**config.mk**
```make
export PLATFORM = sky130hd
export DESIGN_NAME = fifo_word_unpacker_flat
export DESIGN_NICKNAME = d
export VERILOG_FILES = /design/src/rtl/w2b_pkg.sv /design/src/rtl/fifo_word_unpacker_if.sv /design/src/rtl/w2b_byte_select.sv /design/src/rtl/fifo_word_unpacker.sv /design/src/flat_wrapper.sv
export SDC_FILE = /design/constraint.sdc
export NUM_CORES = 1
export LEC_CHECK = 0
export BUFFER_PORTS_ARGS = -buffer_cell sky130_fd_sc_hd__buf_4
export CORE_MARGIN = 2
export CORE_UTILIZATION = 56
export DETAILED_ROUTE_END_ITERATION = 10
export MAX_ROUTING_LAYER = met4
export PLACE_DENSITY = 0.87
export SETUP_SLACK_MARGIN = 0.4
export SYNTH_ARGS = -nofsm -noshare
export SYNTH_HDL_FRONTEND = slang
export SYNTH_SLANG_ARGS = --single-unit
```
**constraint.sdc**
```tcl
create_clock -name clk -period 5.5 [get_ports clk]
set_clock_uncertainty 0.1 [all_clocks]
set_input_delay 0 -clock clk [delete_from_list [all_inputs] [get_ports clk]]
set_output_delay 0 -clock clk [all_outputs]
set_load 0.05 [all_outputs]
```
**src/rtl/w2b_pkg.sv**
```systemverilog
// Shared types and helpers for the word-to-byte unpacker.
package w2b_pkg;

    typedef enum logic {W2B_IDLE, W2B_SEND} w2b_state_e;

    localparam w2b_state_e W2B_STATE_RST = W2B_IDLE;

    function automatic int unsigned w2b_idx_w(input int unsigned bytes_per_word);
        return $clog2(bytes_per_word);
    endfunction

endpackage

```
**src/rtl/fifo_word_unpacker_if.sv**
```systemverilog
// Upstream FIFO read port plus byte-stream output of the unpacker.
// Optional m_last exists only when W2B_LAST_EN is defined.
interface fifo_word_unpacker_if #(
    parameter int unsigned DATA_WIDTH     = 8,
    parameter int unsigned BYTES_PER_WORD = 4
);
    localparam int unsigned READ_WIDTH = BYTES_PER_WORD * DATA_WIDTH;

    logic [READ_WIDTH-1:0] s_data;
    logic                  s_empty;
    logic                  s_rd_en;
    logic                  flush;
    logic [DATA_WIDTH-1:0] m_data;
    logic                  m_valid;
    logic                  m_ready;
    logic                  busy;
`ifdef W2B_LAST_EN
    logic                  m_last;
`endif

    modport slave (
        input  s_data,
        input  s_empty,
        input  flush,
        input  m_ready,
        output s_rd_en,
        output m_data,
        output m_valid,
`ifdef W2B_LAST_EN
        output m_last,
`endif
        output busy
    );

    modport master (
        output s_data,
        output s_empty,
        output flush,
        output m_ready,
        input  s_rd_en,
        input  m_data,
        input  m_valid,
`ifdef W2B_LAST_EN
        input  m_last,
`endif
        input  busy
    );

endinterface

```
**src/rtl/w2b_byte_select.sv**
```systemverilog
// Combinational byte lane select: picks byte idx out of a packed word.
module w2b_byte_select
    import w2b_pkg::*;
#(
    parameter int unsigned DATA_WIDTH     = 8,
    parameter int unsigned BYTES_PER_WORD = 4,
    parameter int unsigned IDX_W          = w2b_idx_w(BYTES_PER_WORD)
) (
    input  logic [BYTES_PER_WORD*DATA_WIDTH-1:0] word,
    input  logic [IDX_W-1:0]                     idx,
    output logic [DATA_WIDTH-1:0]                sel_byte
);

    always_comb begin
        sel_byte = '0;
        for (int unsigned i = 0; i < BYTES_PER_WORD; i++) begin
            if (idx == IDX_W'(i)) begin
                sel_byte = word[i*DATA_WIDTH +: DATA_WIDTH];
            end
        end
    end

endmodule

```
**src/rtl/fifo_word_unpacker.sv**
```systemverilog
// Pops packed words from the byte FIFO and replays them one byte per clock.
// Build option W2B_LAST_EN adds m_last, marking the final byte of each word.
module fifo_word_unpacker
    import w2b_pkg::*;
#(
    parameter int unsigned DATA_WIDTH     = 8,
    parameter int unsigned BYTES_PER_WORD = 4,
    parameter int unsigned READ_WIDTH     = BYTES_PER_WORD * DATA_WIDTH
) (
    input logic                 clk,
    input logic                 rst_n,
    fifo_word_unpacker_if.slave bus
);

    localparam int unsigned IDX_W = w2b_idx_w(BYTES_PER_WORD);

    w2b_state_e            state_q;
    logic [READ_WIDTH-1:0] hold_q;
    logic [IDX_W-1:0]      idx_q;

    logic valid;
    logic take;
    logic last;
    logic pop;

    assign valid = (state_q == W2B_SEND);
    assign take  = valid && bus.m_ready;
    assign last  = (idx_q == IDX_W'(BYTES_PER_WORD - 1));
    // rst_n gating keeps the upstream untouched while reset is held
    assign pop   = rst_n && !bus.flush && !bus.s_empty &&
                   ((state_q == W2B_IDLE) || (take && last));

    assign bus.s_rd_en = pop;
    assign bus.m_valid = valid;
    assign bus.busy    = valid;
`ifdef W2B_LAST_EN
    assign bus.m_last  = valid && last;
`endif

    w2b_byte_select #(
        .DATA_WIDTH     (DATA_WIDTH),
        .BYTES_PER_WORD (BYTES_PER_WORD),
        .IDX_W          (IDX_W)
    ) u_byte_select (
        .word     (hold_q),
        .idx      (idx_q),
        .sel_byte (bus.m_data)
    );

    always_ff @(posedge clk or negedge rst_n) begin
        if (!rst_n) begin
            state_q <= W2B_STATE_RST;
            hold_q  <= '0;
            idx_q   <= '0;
        end else if (bus.flush) begin
            state_q <= W2B_IDLE;
            idx_q   <= '0;
        end else begin
            unique case (state_q)
                W2B_IDLE: begin
                    if (pop) begin
                        hold_q  <= bus.s_data;
                        idx_q   <= '0;
                        state_q <= W2B_SEND;
                    end
                end
                W2B_SEND: begin
                    if (take) begin
                        if (!last) begin
                            idx_q <= idx_q + IDX_W'(1);
                        end else if (pop) begin
                            // reload on the last take so the stream has no bubble
                            hold_q <= bus.s_data;
                            idx_q  <= '0;
                        end else begin
                            state_q <= W2B_IDLE;
                            idx_q   <= '0;
                        end
                    end
                end
            endcase
        end
    end

endmodule
```
**src/flat_wrapper.sv**
```systemverilog
// flat-port wrapper written by rule: the top's interface ports become plain ports
module fifo_word_unpacker_flat import w2b_pkg::*;
#(
    parameter int unsigned DATA_WIDTH     = 8,
    parameter int unsigned BYTES_PER_WORD = 4,
    parameter int unsigned READ_WIDTH     = BYTES_PER_WORD * DATA_WIDTH
)
  (clk, rst_n, bus_s_data, bus_s_empty, bus_flush, bus_m_ready, bus_s_rd_en, bus_m_data, bus_m_valid, bus_busy);
  fifo_word_unpacker_if #(.DATA_WIDTH(DATA_WIDTH), .BYTES_PER_WORD(BYTES_PER_WORD)) bus_i ();
  input logic clk;
  input logic rst_n;
  input wire logic [$bits(bus_i.s_data)-1:0] bus_s_data;
  input wire logic [$bits(bus_i.s_empty)-1:0] bus_s_empty;
  input wire logic [$bits(bus_i.flush)-1:0] bus_flush;
  input wire logic [$bits(bus_i.m_ready)-1:0] bus_m_ready;
  output wire logic [$bits(bus_i.s_rd_en)-1:0] bus_s_rd_en;
  output wire logic [$bits(bus_i.m_data)-1:0] bus_m_data;
  output wire logic [$bits(bus_i.m_valid)-1:0] bus_m_valid;
  output wire logic [$bits(bus_i.busy)-1:0] bus_busy;
  assign bus_i.s_data = bus_s_data;
  assign bus_i.s_empty = bus_s_empty;
  assign bus_i.flush = bus_flush;
  assign bus_i.m_ready = bus_m_ready;
  assign bus_s_rd_en = bus_i.s_rd_en;
  assign bus_m_data = bus_i.m_data;
  assign bus_m_valid = bus_i.m_valid;
  assign bus_busy = bus_i.busy;
  fifo_word_unpacker #(.DATA_WIDTH(DATA_WIDTH), .BYTES_PER_WORD(BYTES_PER_WORD), .READ_WIDTH(READ_WIDTH)) u_core (.clk(clk), .rst_n(rst_n), .bus(bus_i));
endmodule
```
==> impl_metrics.py <==
metrics = {
    "critical_path": {
        "critical_path.top_delay_family": "compound AO/OA/AOI/OAI gates",
        "endpoint": "bus_s_rd_en",
        "reg2reg_depth": 5,
        "path_class": "reg -> out",
        "reg2reg_from": "u_core.idx_q[0]",
        "worstPathRequired_ns": 5.40,
        "cpMostUsedCell": "buf_4",
        "path_buf_inv": 2,
        "cp.depth": 5,
        "crit_path_max_fanout": 18,
        "worst_setup_path_end_kind": "primary output",
        "cp-start-kind": "flip-flop",
        "r2r_end": "u_core.hold_q[22]",
        "worstPathCellList": "ha_1, nand2_2, a211oi_4, buf_4, buf_4",
        "arrival_ns": 3.30,
        "startpoint": "u_core.idx_q[0]",
        "ff2ff_setup_slack_ns": 2.26,
        "worst_path_max_delay_cell": "a211oi_4",
        "slowest_delay_ns": 0.98,
    },
    "pwr": {
        "p_int_mw": 0.5535,
        "seqPwrFrac": 0.437,
        "clock_power_share": 0.246,
        "p_switching_mw": 0.2430,
        "vdd_drop_max_uv": 196.3,
        "total_power_mw": 0.7965,
        "combinationalPowerShare": 0.317,
        "switching_share": 0.3051,
        "power_leakage_nw": 1.188,
        "power_density_mw_per_mm2": 307.5,
    },
    "global_route": {
        "grt_max_degree": 37,
        "grt-ovfl-total": 0,
        "grt_pass1_vias": 1471,
        "grt_use_total": 0.2804,
        "grt_pass1_wl_um": 7010,
        "antenna_found_initial": 0,
    },
    "floorplan": {
        "coreArea_sq_mm": 0.003028,
        "die_x_um": 60.35,
        "num_rows": 20,
        "start_util": 0.5872,
        "io_pins": 48,
        "dieArea_sq_mm": 0.003642,
        "fp.dieH_um": 60.35,
    },
    "layout": {
        "area_delta_synth_final_pct": 45.67,
        "fin_util": 0.8554,
        "antenna_cells": 0,
        "fin_nets": 255,
        "drive_gt1_frac": 0.4186,
    },
    "detailed_routing": {
        "ant_nets": 0,
        "drc": 0,
        "post_drt_wl_per_cell_um": 17.29,
        "vias_per_cell": 5.402,
        "wl_um": 4479,
        "firstDrtPassIters": 4,
        "initialDrtViolationCount": 94,
        "via_count": 1399,
    },
    "logic_synthesis": {
        "synth_top_flop_cell": "dfrtp_1",
        "seq_area_frac_synth": 0.4926,
        "ys_top_cells_by_count": "dfrtp_1, mux2_4, nand2_1",
        "syn_area_per_cell_sq_um": 13.68,
        "ys_ff_latch": 35,
        "synth-edff-count": 0,
        "synth.yosys.warnings": 0,
        "synthesis.area_sq_mm": 0.001778,
        "ys_types": 22,
        "syn_nets": 171,
        "synth_top_area_frac": 0.4926,
        "async_reset_ff_frac": 1.000,
        "yosysMostFrequentCell": "dfrtp_1",
        "synthCells": 130,
        "synth_area_leaders": "dfrtp_1, mux2_4, a221oi_1",
        "yosys.area.top_type": "dfrtp_1",
    },
    "clock_network": {
        "cts_root_buffer": "clkbuf_4",
        "post_cts_resized": 0,
        "cts_tree": "done",
        "ctsLongestPathBuffers": 2,
        "worst_skew_pair.late_latency_ns": 0.33,
        "clkSlewWorstSetupHoldPaths_ns": 0.12,
        "cts_buffers": 5,
        "cts.sinks": 35,
        "ctsHtreeMaxLevel": 2,
    },
    "timing": {
        "worst_pin_slew_ns": 1.129,
        "rsz0062_at_grt": "false",
        "fin_tns_setup_ns": 0,
        "final_max_slew_viol_count": 0,
        "fmax_ghz": 0.2938,
        "period_share": 0.6188,
        "setup_violations": 0,
        "finalHoldViolations": 0,
        "slew_headroom": 0.2447,
        "fin_hold_ws_ns": 0.03414,
        "min_period_ns": 3.404,
    },
    "place": {
        "dp_hpwl_um": 2613,
        "portBuffers": 47,
        "gp_congestion": 0.8099,
    },
    "hold_path": {
        "hold_path.class": "in -> async",
    },
    "job": {
        "drv_cap": 0,
    },
    "run_status": {
        "status": "finished, final reports clean",
    },
}
-- worst min-delay path by stage --
stage / slack, ns / end / cells past startpoint / from
6_report: 0.03 / u_core.hold_q[21] / 2 / rst_n
3_3_place_gp: -0.13 / u_core.hold_q[27] / 1 / rst_n
3_5_place_dp: -0.13 / u_core.hold_q[29] / 1 / rst_n
5_1_grt: 0.07 / u_core.hold_q[21] / 2 / rst_n
2_1_floorplan: -0.40 / u_core.bus.busy / 0 / rst_n
4_1_cts: 0.04 / u_core.hold_q[29] / 2 / rst_n
-- stage by stage --
step | setup WS [ns] | std cells | cell area, sq um
4_1_cts | 2.168 | 259 | 2590
3_5_place_dp | 2.379 | 214 | 2133
3_3_place_gp | 2.554 | 214 | 2133
6_report | 2.096 | 259 | 2590
5_1_grt | 1.959 | 259 | 2590
2_1_floorplan | 2.951 | 130 | 1778
-- cell families (layout without fill, tap and decap cells) --
kind of cell               after synthesis  count (layout)  share of synthesized area
DFF                                     35              35                     0.4926
adders and majority gates                4               4                    0.02815
AOI/OAI and AO/OA                       24              24                     0.1042
muxes                                   32              32                     0.2639
buffers and inverters                   11              96                    0.04011
and+or+nand+nor                         24              24                    0.07108
-- power groups by stage --
stage | clock, mW | sequential [mW] | combinational [mW]
after global placement | 0 | 0.347 | 0.224
after CTS | 0.196 | 0.346 | 0.251
final | 0.196 | 0.348 | 0.253
after global routing | 0.210 | 0.353 | 0.265
after detailed placement | 0 | 0.349 | 0.229
after floorplan | 0 | 0.338 | 0.165
-- cells in the final DEF (no fill, tap or decap), drive strengths merged --
| master | count |
|---|---|
| a211oi | 1 |
| a21oi | 5 |
| a221oi | 7 |
| a22o | 1 |
| buf | 48 |
| bufinv | 1 |
| clkbuf | 6 |
| clkinv | 1 |
| dfrtp | 35 |
| dlygate4sd3 | 37 |
| ha | 4 |
| inv | 3 |
| mux2 | 32 |
| nand2 | 11 |
| nand2b | 1 |
| nand3 | 1 |
| nand3b | 1 |
| nor2b | 9 |
| nor3b | 1 |
| o211ai | 1 |
| o21ai | 2 |
| o31ai | 7 |
-- area by class of cell --
| cell class | count | area (sq um) |
|---|---|---|
| Sequential cell | 35 | 875.8 |
| Clock buffer | 6 | 51.30 |
| Inverter | 3 | 11.26 |
| Clock inverter | 2 | 35.03 |
| Tap cell | 44 | 55.05 |
| Timing Repair Buffer | 85 | 730.7 |
| Multi-Input combinational cell | 84 | 830.8 |
| Fill cell | 146 | 437.9 |
-- flip-flops by register name, summed over array words and instances (netlist names) --
| register | flops |
|---|---|
| u_core.bus.busy | 1 |
| u_core.idx_q | 2 |
| u_core.hold_q | 32 |
-- what timing repair did --
action,in CTS,in global routing
endpoints found under the hold margin,70,0
setup buffers,0,0
hold buffers,37,0
-- layer usage --
| layer | GRT usage | wire length, um | up-vias |
|---|---|---|---|
| met5 | - | 0 | - |
| met4 | 0.08889 | 55 | 0 |
| met3 | 0.07889 | 182 | 8 |
| met2 | 0.4907 | 2443 | 49 |
| met1 | 0.3074 | 1798 | 708 |
| li1 | - | - | 634 |
(Power assumes the default switching activity.)
